File: config.mk
export PLATFORM = sky130hd
export DESIGN_NAME = pattern_source
export DESIGN_NICKNAME = d
export VERILOG_FILES = /design/src/rtl/pattern_pkg.sv /design/src/rtl/raster_counter.sv /design/src/rtl/pattern_source.sv
export SDC_FILE = /design/constraint.sdc
export NUM_CORES = 1
export LEC_CHECK = 0
export CORE_ASPECT_RATIO = 1.4
export CORE_MARGIN = 5
export CORE_UTILIZATION = 28
export CTS_CLUSTER_SIZE = 25
export DETAILED_ROUTE_END_ITERATION = 8
export PLACE_DENSITY_LB_ADDON = 0.2
export SLEW_MARGIN = 10
export SYNTH_ARGS = -nofsm -noshare
export SYNTH_HDL_FRONTEND = slang
export SYNTH_HIERARCHICAL = 1
export SYNTH_SLANG_ARGS = --single-unit
File: constraint.sdc
create_clock -name fclock -period 4.01 [get_ports fclock]
set_clock_uncertainty 0.05 [all_clocks]
set_input_delay 0.401 -clock fclock [delete_from_list [all_inputs] [get_ports fclock]]
set_output_delay 0.401 -clock fclock [all_outputs]
set_load 0.01 [all_outputs]
File: src/rtl/pattern_pkg.sv
// Shared constants, mode encoding and colour rule for the 16x16 pixel stream
// produced by pattern_source and consumed by pattern_modifier.
package pattern_pkg;

   localparam int GRID_DIM = 16;
   localparam int COORD_W  = 4;
   localparam int RGB_W    = 5;

   typedef enum logic [1:0] {
      SOLID = 2'd0,
      HGRAD = 2'd1,
      VGRAD = 2'd2,
      CHECK = 2'd3
   } pattern_mode_t;

   // Colour index of one pixel; all arithmetic wraps modulo 2**RGB_W.
   function automatic logic [RGB_W-1:0] pattern_rgb(
      input pattern_mode_t      mode,
      input logic [COORD_W-1:0] px,
      input logic [COORD_W-1:0] py,
      input logic [RGB_W-1:0]   offset,
      input logic [RGB_W-1:0]   solid
   );
      logic [RGB_W-1:0] c;
      case (mode)
         SOLID:   c = solid;
         HGRAD:   c = {1'b0, px} + offset;
         VGRAD:   c = {1'b0, py} + offset;
         default: c = (px[0] ^ py[0] ^ offset[0]) ? solid : '0;
      endcase
      return c;
   endfunction

endpackage

File: src/rtl/raster_counter.sv
// Raster x/y position counter with clear, advance and end-of-frame flag.
// Optional PATTERN_SOURCE_SERPENTINE_EN reverses x on odd rows.
module raster_counter
   import pattern_pkg::*;
(
   input  logic               clk_i,
   input  logic               rst_ni,
   input  logic               clear_i,
   input  logic               adv_i,
   output logic [COORD_W-1:0] x_o,
   output logic [COORD_W-1:0] y_o,
   output logic [COORD_W-1:0] nx_o,
   output logic [COORD_W-1:0] ny_o,
   output logic               last_o
);

   localparam logic [COORD_W-1:0] CMAX = COORD_W'(GRID_DIM - 1);
   localparam logic [COORD_W-1:0] ONE  = COORD_W'(1);

   logic [COORD_W-1:0] x_q, y_q, x_d, y_d;

   // Next position is exported so the colour can be registered alongside it.
   always_comb begin
      x_d = x_q;
      y_d = y_q;
      if (clear_i) begin
         x_d = '0;
         y_d = '0;
      end else if (adv_i) begin
`ifdef PATTERN_SOURCE_SERPENTINE_EN
         if (y_q[0]) begin
            if (x_q == '0) y_d = y_q + ONE;
            else           x_d = x_q - ONE;
         end else begin
            if (x_q == CMAX) y_d = y_q + ONE;
            else             x_d = x_q + ONE;
         end
`else
         x_d = x_q + ONE;
         if (x_q == CMAX) y_d = y_q + ONE;
`endif
      end
   end

   always_ff @(posedge clk_i or negedge rst_ni) begin
      if (!rst_ni) begin
         x_q <= '0;
         y_q <= '0;
      end else begin
         x_q <= x_d;
         y_q <= y_d;
      end
   end

`ifdef PATTERN_SOURCE_SERPENTINE_EN
   assign last_o = (y_q == CMAX) && (x_q == '0);
`else
   assign last_o = (y_q == CMAX) && (x_q == CMAX);
`endif

   assign x_o  = x_q;
   assign y_o  = y_q;
   assign nx_o = x_d;
   assign ny_o = y_d;

endmodule

File: src/rtl/pattern_source.sv
// 16x16 raster pattern generator streaming (x, y, rgb) beats over valid/ready.
// Build option PATTERN_SOURCE_SERPENTINE_EN selects serpentine scan order.
module pattern_source
   import pattern_pkg::*;
#(
   parameter logic [RGB_W-1:0] SOLID_COLOR = 5'd31,
   parameter logic [RGB_W-1:0] OFFSET_STEP = 5'd1
) (
   input  logic               fclock,
   input  logic               init,
   input  logic               start,
   input  logic [1:0]         mode,
   input  logic               ready,
   output logic               valid,
   output logic [COORD_W-1:0] x,
   output logic [COORD_W-1:0] y,
   output logic [RGB_W-1:0]   rgb,
   output logic               busy,
   output logic               frame_done,
   output logic               overrun
);

   typedef enum logic {IDLE = 1'b0, SCAN = 1'b1} state_t;

   state_t             state_q;
   pattern_mode_t      mode_q, mode_d;
   logic               valid_q, busy_q, done_q, ovr_q;
   logic [RGB_W-1:0]   offset_q, rgb_q;
   logic               fire, last, start_acc, cnt_adv;
   logic [COORD_W-1:0] nx, ny;

   assign fire      = valid_q & ready;
   assign start_acc = (state_q == IDLE) & start;
   assign cnt_adv   = (state_q == SCAN) & fire & ~last;
   assign mode_d    = start_acc ? pattern_mode_t'(mode) : mode_q;

   raster_counter u_raster (
      .clk_i   (fclock),
      .rst_ni  (init),
      .clear_i (start_acc),
      .adv_i   (cnt_adv),
      .x_o     (x),
      .y_o     (y),
      .nx_o    (nx),
      .ny_o    (ny),
      .last_o  (last)
   );

   always_ff @(posedge fclock or negedge init) begin
      if (!init) begin
         state_q  <= IDLE;
         mode_q   <= SOLID;
         valid_q  <= 1'b0;
         busy_q   <= 1'b0;
         done_q   <= 1'b0;
         ovr_q    <= 1'b0;
         offset_q <= '0;
         rgb_q    <= '0;
      end else begin
         done_q <= 1'b0;
         if (start_acc || cnt_adv)
            rgb_q <= pattern_rgb(mode_d, nx, ny, offset_q, SOLID_COLOR);
         case (state_q)
            IDLE: begin
               if (start) begin
                  state_q <= SCAN;
                  mode_q  <= mode_d;
                  valid_q <= 1'b1;
                  busy_q  <= 1'b1;
               end
            end
            SCAN: begin
               // A start during a frame is dropped but remembered, including on the last beat.
               if (start) ovr_q <= 1'b1;
               if (fire && last) begin
                  state_q  <= IDLE;
                  valid_q  <= 1'b0;
                  busy_q   <= 1'b0;
                  done_q   <= 1'b1;
                  offset_q <= offset_q + OFFSET_STEP;
               end
            end
         endcase
      end
   end

   assign valid      = valid_q;
   assign rgb        = rgb_q;
   assign busy       = busy_q;
   assign frame_done = done_q;
   assign overrun    = ovr_q;

endmodule

==> flow_metrics.tcl, run 1 <==
set metrics [dict create \
    status "finished, final reports clean" \
    clkLatencyLatePin_ns 0.26 \
    synth.distinct_cells 30 \
    yosys.area.top_type_share_pct 44.4 \
    leakagePower_uw 0.000744 \
    core_sq_um 4770 \
    diodes 0 \
    firstDrtPassIters 4 \
    grt_overflow 0 \
    fillers 496 \
    drive_above_1_share_pct 9.49 \
    slew_headroom_pct 64.2 \
    drc 0 \
    tightest_slew_ns 0.537 \
    place_area_sq_um 1640 \
    area_delta_synth_final_pct 25.0 \
    setup_viol 0 \
    cts_root_buf "clkbuf_8" \
    max_cap_viol_count 0 \
    ys_warn_count 6 \
    cp-startpoint "u_raster/x_o[0]" \
    synth_area_leader_cell "dfrtp_1" \
    cts_tree "done" \
    antenna_found_initial 0 \
    synthTopCellsByArea "dfrtp_1, ha_1, nor2_1, mux2_2, nand2_1" \
    clk_pin_slew_worst_paths_ns 0.08 \
    tns_ns 0 \
    grt_max_degree 25 \
    nets 176 \
    p_per_area_nw_per_um2 538 \
    cts.path.max_buffers 2 \
    rsz0062_at_grt "no" \
    netlist_instances 134 \
    synth.most_common_cell "dfrtp_1" \
    path_class "register to register" \
    worst_ep_arrival_time_ns 3.85 \
    ioPinCount 23 \
    rows 30 \
    numCtsBuffers 3 \
    grt_first_pass_wirelength_mm 5.04 \
    synth_edf_count 0 \
    avgSynthCellArea_sq_um 10.1 \
    async_flop_share_pct 100 \
    multi_input_area_sq_um 704 \
    die-area_sq_um 6350 \
    die-width_microns 68.8 \
    post-cts-setup-buffers 0 \
    r2r_start "u_raster/x_o[0]" \
    synth_area_sq_um 1350 \
    postCtsHoldBufs 0 \
    cp_max_fo 6 \
    routed_wl_mm 2.89 \
    grt_util_all_layers_pct 10.2 \
    fin_crit_sh_pct 92.4 \
    finalMaxSlewViolations 0 \
    synth_commonest_cells "dfrtp_1, nor2_1, nand2_1, ha_1, inv_1" \
    gp_congestion 0.772 \
    wl_per_cell_microns 13.0 \
    htreeDepth 1 \
    grt_pass1_vias 1150 \
    vias 1030 \
    vias_per_cell 4.64 \
    post-dp-hpwl_mm 2.23 \
    synth-main-ff-cell "dfrtp_1" \
    cp-end-kind "register" \
    cts_resized 0 \
    period_needed_ns 3.71 \
    final_cell_area_sq_um 1690 \
    ys_ff_latch 24 \
    hold_viol_final 0 \
    initialDrtViolationCount 23 \
    synth.yosys.seq_area_share_pct 44.4 \
    synth_nets 151 \
    io_buffers 22 \
    seq_area_sq_um 601 \
    critPathLaunchType "register" \
    hold_class "input port to asynchronous set/reset pin" \
    die_h_microns 92.3 \
    ir_worst_vdd_v 0.000189 \
    worstPathRequired_ns 4.15 \
    fmax_ghz 0.270 \
    clock_sinks 24 \
    antenna_left 0 \
    start_util_pct 28.4 \
]
## per-layer routing
metal  global-route usage [%]  vias up  share of wire [%]
met3                     1.72        7                4.5
met1                     13.0      494                 44
met5                        0        -                  0
met2                     16.1       20                 48
met4                     5.04        0                3.2
li1                         -      509                  -
## metrics by stage
stage | total power [uW] | cells | utilization, % | worst slack, ns | hold slack, ns
5_1_grt | 985 | 222 | 35.5 | 0.00421 | 0.108
3_5_place_dp | 753 | 218 | 34.5 | 0.235 | 0.412
2_1_floorplan | 592 | 134 | - | 0.665 | 0.0554
6_report | 911 | 222 | 35.5 | 0.303 | 0.0567
4_1_cts | 923 | 222 | 35.6 | 0.256 | 0.431
3_3_place_gp | 745 | 218 | 34.5 | 0.323 | 0.390
## area by class of cell
cell class                 instances  share of cell area (%)
timing repair buffer              22                    12.7
inverter                          10                    2.22
clock buffer                       4                    3.25
multi-input combinational         98                    41.6
sequential                        24                    35.5
tap                               64                    4.73
## power breakdown
group,switching [uW],total [uW],internal (uW)
combinational,193,406,213
sequential,49.7,340,291
clock,77.3,165,87.7
total,320,911,592
## flip-flops by register name, indices dropped and copies added, names as in the netlist
signal	count
rgb	5
mode_q	2
state_q	1
overrun	1
u_raster/x_o	4
offset_q	5
frame_done	1
u_raster/y_o	4
busy	1
## cells in the final DEF, fill, tap and decap left out, types with 5 or more instances in the layout
cell type / n
nand2_1: 15
clkdlybuf4s50_1: 21
ha_1: 10
a21oi_1: 9
inv_1: 10
nor2_1: 16
dfrtp_1: 24
mux2_2: 5
## worst max-delay path: stages (launching register included)
cell	delay [ns]
dfrtp_1	0.43
ha_1	0.28
nand4_1	0.11
nor2_1	0.07
nand4b_1	0.29
inv_1	0.27
nand4_4	0.17
xor2_1	0.18
nor2_1	0.20
mux2_2	0.19
ha_1	0.16
inv_1	0.06
fa_1	0.37
nand2b_1	0.17
a21oi_1	0.14
mux2_2	0.35
a21oi_1	0.15
## path summary, 6_finish.rpt
check	cells after the start	slack, ns	endpoint
max	16	0.30	rgb[4]
min	1	0.06	offset_q[0]
max reg2reg	16	0.30	rgb[4]
min reg2reg	1	0.43	overrun
max in group asynchronous	1	3.50	mode_q[0]
min in group fclock	1	0.43	overrun
## cell families after synthesis
group           after synthesis  synth area share (%)
compound gates               22                  10.7
flops                        24                  44.4
mux                           7                  5.64
xor+xnor                      9                  7.02
simple gates                 49                  17.9
buf+inv                      12                  3.60
fa+ha+maj                    11                  10.7
Note: power is estimated with default switching activity, not from simulation.
==> inputs of run 2 (changes only) <==
--- a/config.mk
+++ b/config.mk
@@ -7,10 +7,11 @@
 export LEC_CHECK = 0
 export CORE_ASPECT_RATIO = 1.4
 export CORE_MARGIN = 5
-export CORE_UTILIZATION = 28
+export CORE_UTILIZATION = 45
 export CTS_CLUSTER_SIZE = 25
 export DETAILED_ROUTE_END_ITERATION = 8
 export PLACE_DENSITY_LB_ADDON = 0.2
+export SETUP_SLACK_MARGIN = 0.5
 export SLEW_MARGIN = 10
 export SYNTH_ARGS = -nofsm -noshare
 export SYNTH_HDL_FRONTEND = slang
==> run 2 against run 1 <==
Critical path depth unchanged. Hold slack better by 0.0040 ns. Die area down 33%. Register-to-register slack improved by 0.40 ns. Clock power fell by 17%. Design area is 1.3% lower. Total power fell by 1.0%. Sequential power is essentially flat. Core utilization grew 23 points. Via count increased by 1.5%. Combinational power rose by 4%. Critical endpoint unchanged.
==> flow_metrics.tcl, run 2 (synthesis results as in run 1) <==
set metrics [dict create \
    status "finished, final reports clean" \
    fin_crit_sh_pct 82.4 \
    tightest_slew_ns 0.531 \
    period_needed_ns 3.30 \
    drc 0 \
    antenna_found_initial 0 \
    firstDrtPassIters 4 \
    dp.cells 191 \
    place_area_sq_um 1610 \
    grt_pass1_vias 1078 \
    rows 23 \
    final_cell_area_sq_um 1670 \
    antenna_left 0 \
    cp-end-kind "register" \
    fmax_ghz 0.303 \
    cp_max_fo 6 \
    die-width_microns 56.4 \
    slew_headroom_pct 64.6 \
    postCtsHoldBufs 0 \
    io_buffers 22 \
    numCtsBuffers 3 \
    fin_cells 196 \
    vias 1045 \
    layout_common_cells "dfrtp_1, clkdlybuf4s50_1, nand2_1" \
    cts.path.max_buffers 2 \
    finalMaxSlewViolations 0 \
    clk_pin_slew_worst_paths_ns 0.08 \
    start_util_pct 47.0 \
    die_h_microns 74.9 \
    tns_ns 0 \
    gp_congestion 0.830 \
    rsz0062_at_grt "no" \
    initialDrtViolationCount 16 \
    ir_worst_vdd_v 0.000348 \
    vias_per_cell 5.33 \
    routed_wl_mm 2.81 \
    diodes 0 \
    grt_first_pass_wirelength_mm 4.70 \
    fillers 262 \
    post-dp-hpwl_mm 2.13 \
    ioPinCount 23 \
    drive_above_1_share_pct 13.2 \
    worst_ep_arrival_time_ns 3.44 \
    core_sq_um 2880 \
    cts_root_buf "clkbuf_8" \
    critPathLaunchType "register" \
    clkLatencyLatePin_ns 0.26 \
    cts_tree "done" \
    clock_sinks 24 \
    layout.cells.most_common "dfrtp_1" \
    die-area_sq_um 4220 \
    path_class "register to register" \
    leakagePower_uw 0.000740 \
    grt_max_degree 25 \
    p_per_area_nw_per_um2 540 \
    hold_class "input port to asynchronous set/reset pin" \
    nets 178 \
    htreeDepth 1 \
    grt_util_all_layers_pct 13.9 \
    grt_overflow 0 \
    fin_util_pct 58.0 \
    worstPathRequired_ns 4.15 \
    max_cap_viol_count 0 \
    hold_viol_final 0 \
    setup_viol 0 \
    area_delta_synth_final_pct 23.4 \
    wl_per_cell_microns 14.4 \
]
-- run 2: through the flow --
| stage | setup WS [ns] | power (uW) | hold WS [ns] |
|---|---|---|---|
| after floorplan | 0.665 | 592 | 0.0554 |
| after global placement | 0.357 | 742 | 0.394 |
| after detailed placement | 0.310 | 755 | 0.394 |
| after CTS | 0.523 | 898 | 0.412 |
| after global routing | 0.507 | 968 | 0.110 |
| final | 0.706 | 902 | 0.0607 |
-- run 2: per-layer routing --
layer	wire, microns	track usage (%)	vias up
met2	1460	24.8	22
met4	75	7.92	0
met5	0	0	-
li1	-	-	510
met1	1180	16.0	505
met3	101	2.23	8
-- run 2: final cells by class --
cell class                      count  area, sq um  area share, %
Sequential cell                    24          601           36.0
Tap cell                           37         46.3           2.77
Timing Repair Buffer               24          230           13.8
Inverter                           10         40.0           2.40
Clock buffer                        3         41.3           2.47
Multi-Input combinational cell     98          712           42.6
-- run 2: critical path, cell delays in order, from the launching register on --
cell and delay (ns):
dfrtp_1 0.44, ha_2 0.24, nand4_1 0.09, nor2_1 0.06
nand4b_1 0.20, inv_2 0.11, nand4_4 0.13, xor2_1 0.18
nor2_2 0.15, mux2_2 0.18, ha_1 0.15, inv_1 0.05
fa_1 0.37, nand2b_1 0.17, a21oi_1 0.16, mux2_2 0.35
a21oi_1 0.14
-- run 2: final timing paths --
kind                                  from               to  slack (ns)  cells past startpoint
max in group asynchronous             init  u_raster/x_o[2]        3.50                      1
min reg2reg                        overrun          overrun        0.41                      1
max reg2reg                u_raster/x_o[0]           rgb[4]        0.71                     16
max                        u_raster/x_o[0]           rgb[4]        0.71                     16
min                                   init      offset_q[0]        0.06                      1
min in group fclock                overrun          overrun        0.41                      1
-- run 2: where the power goes --
group	total [uW]	switching (uW)	internal [uW]	leakage, uW
sequential	343	52.7	291	0.000288
combinational	422	201	220	0.000431
clock	137	70.2	67.0	0.0000216
-- run 2: timing repair --
item                                   in CTS  in global routing
setup endpoints to repair                   1                  2
resized for setup                           2                  4
pin swaps                                   0                  0
buffers inserted                            1                  1
endpoints found under the hold margin       0                  0
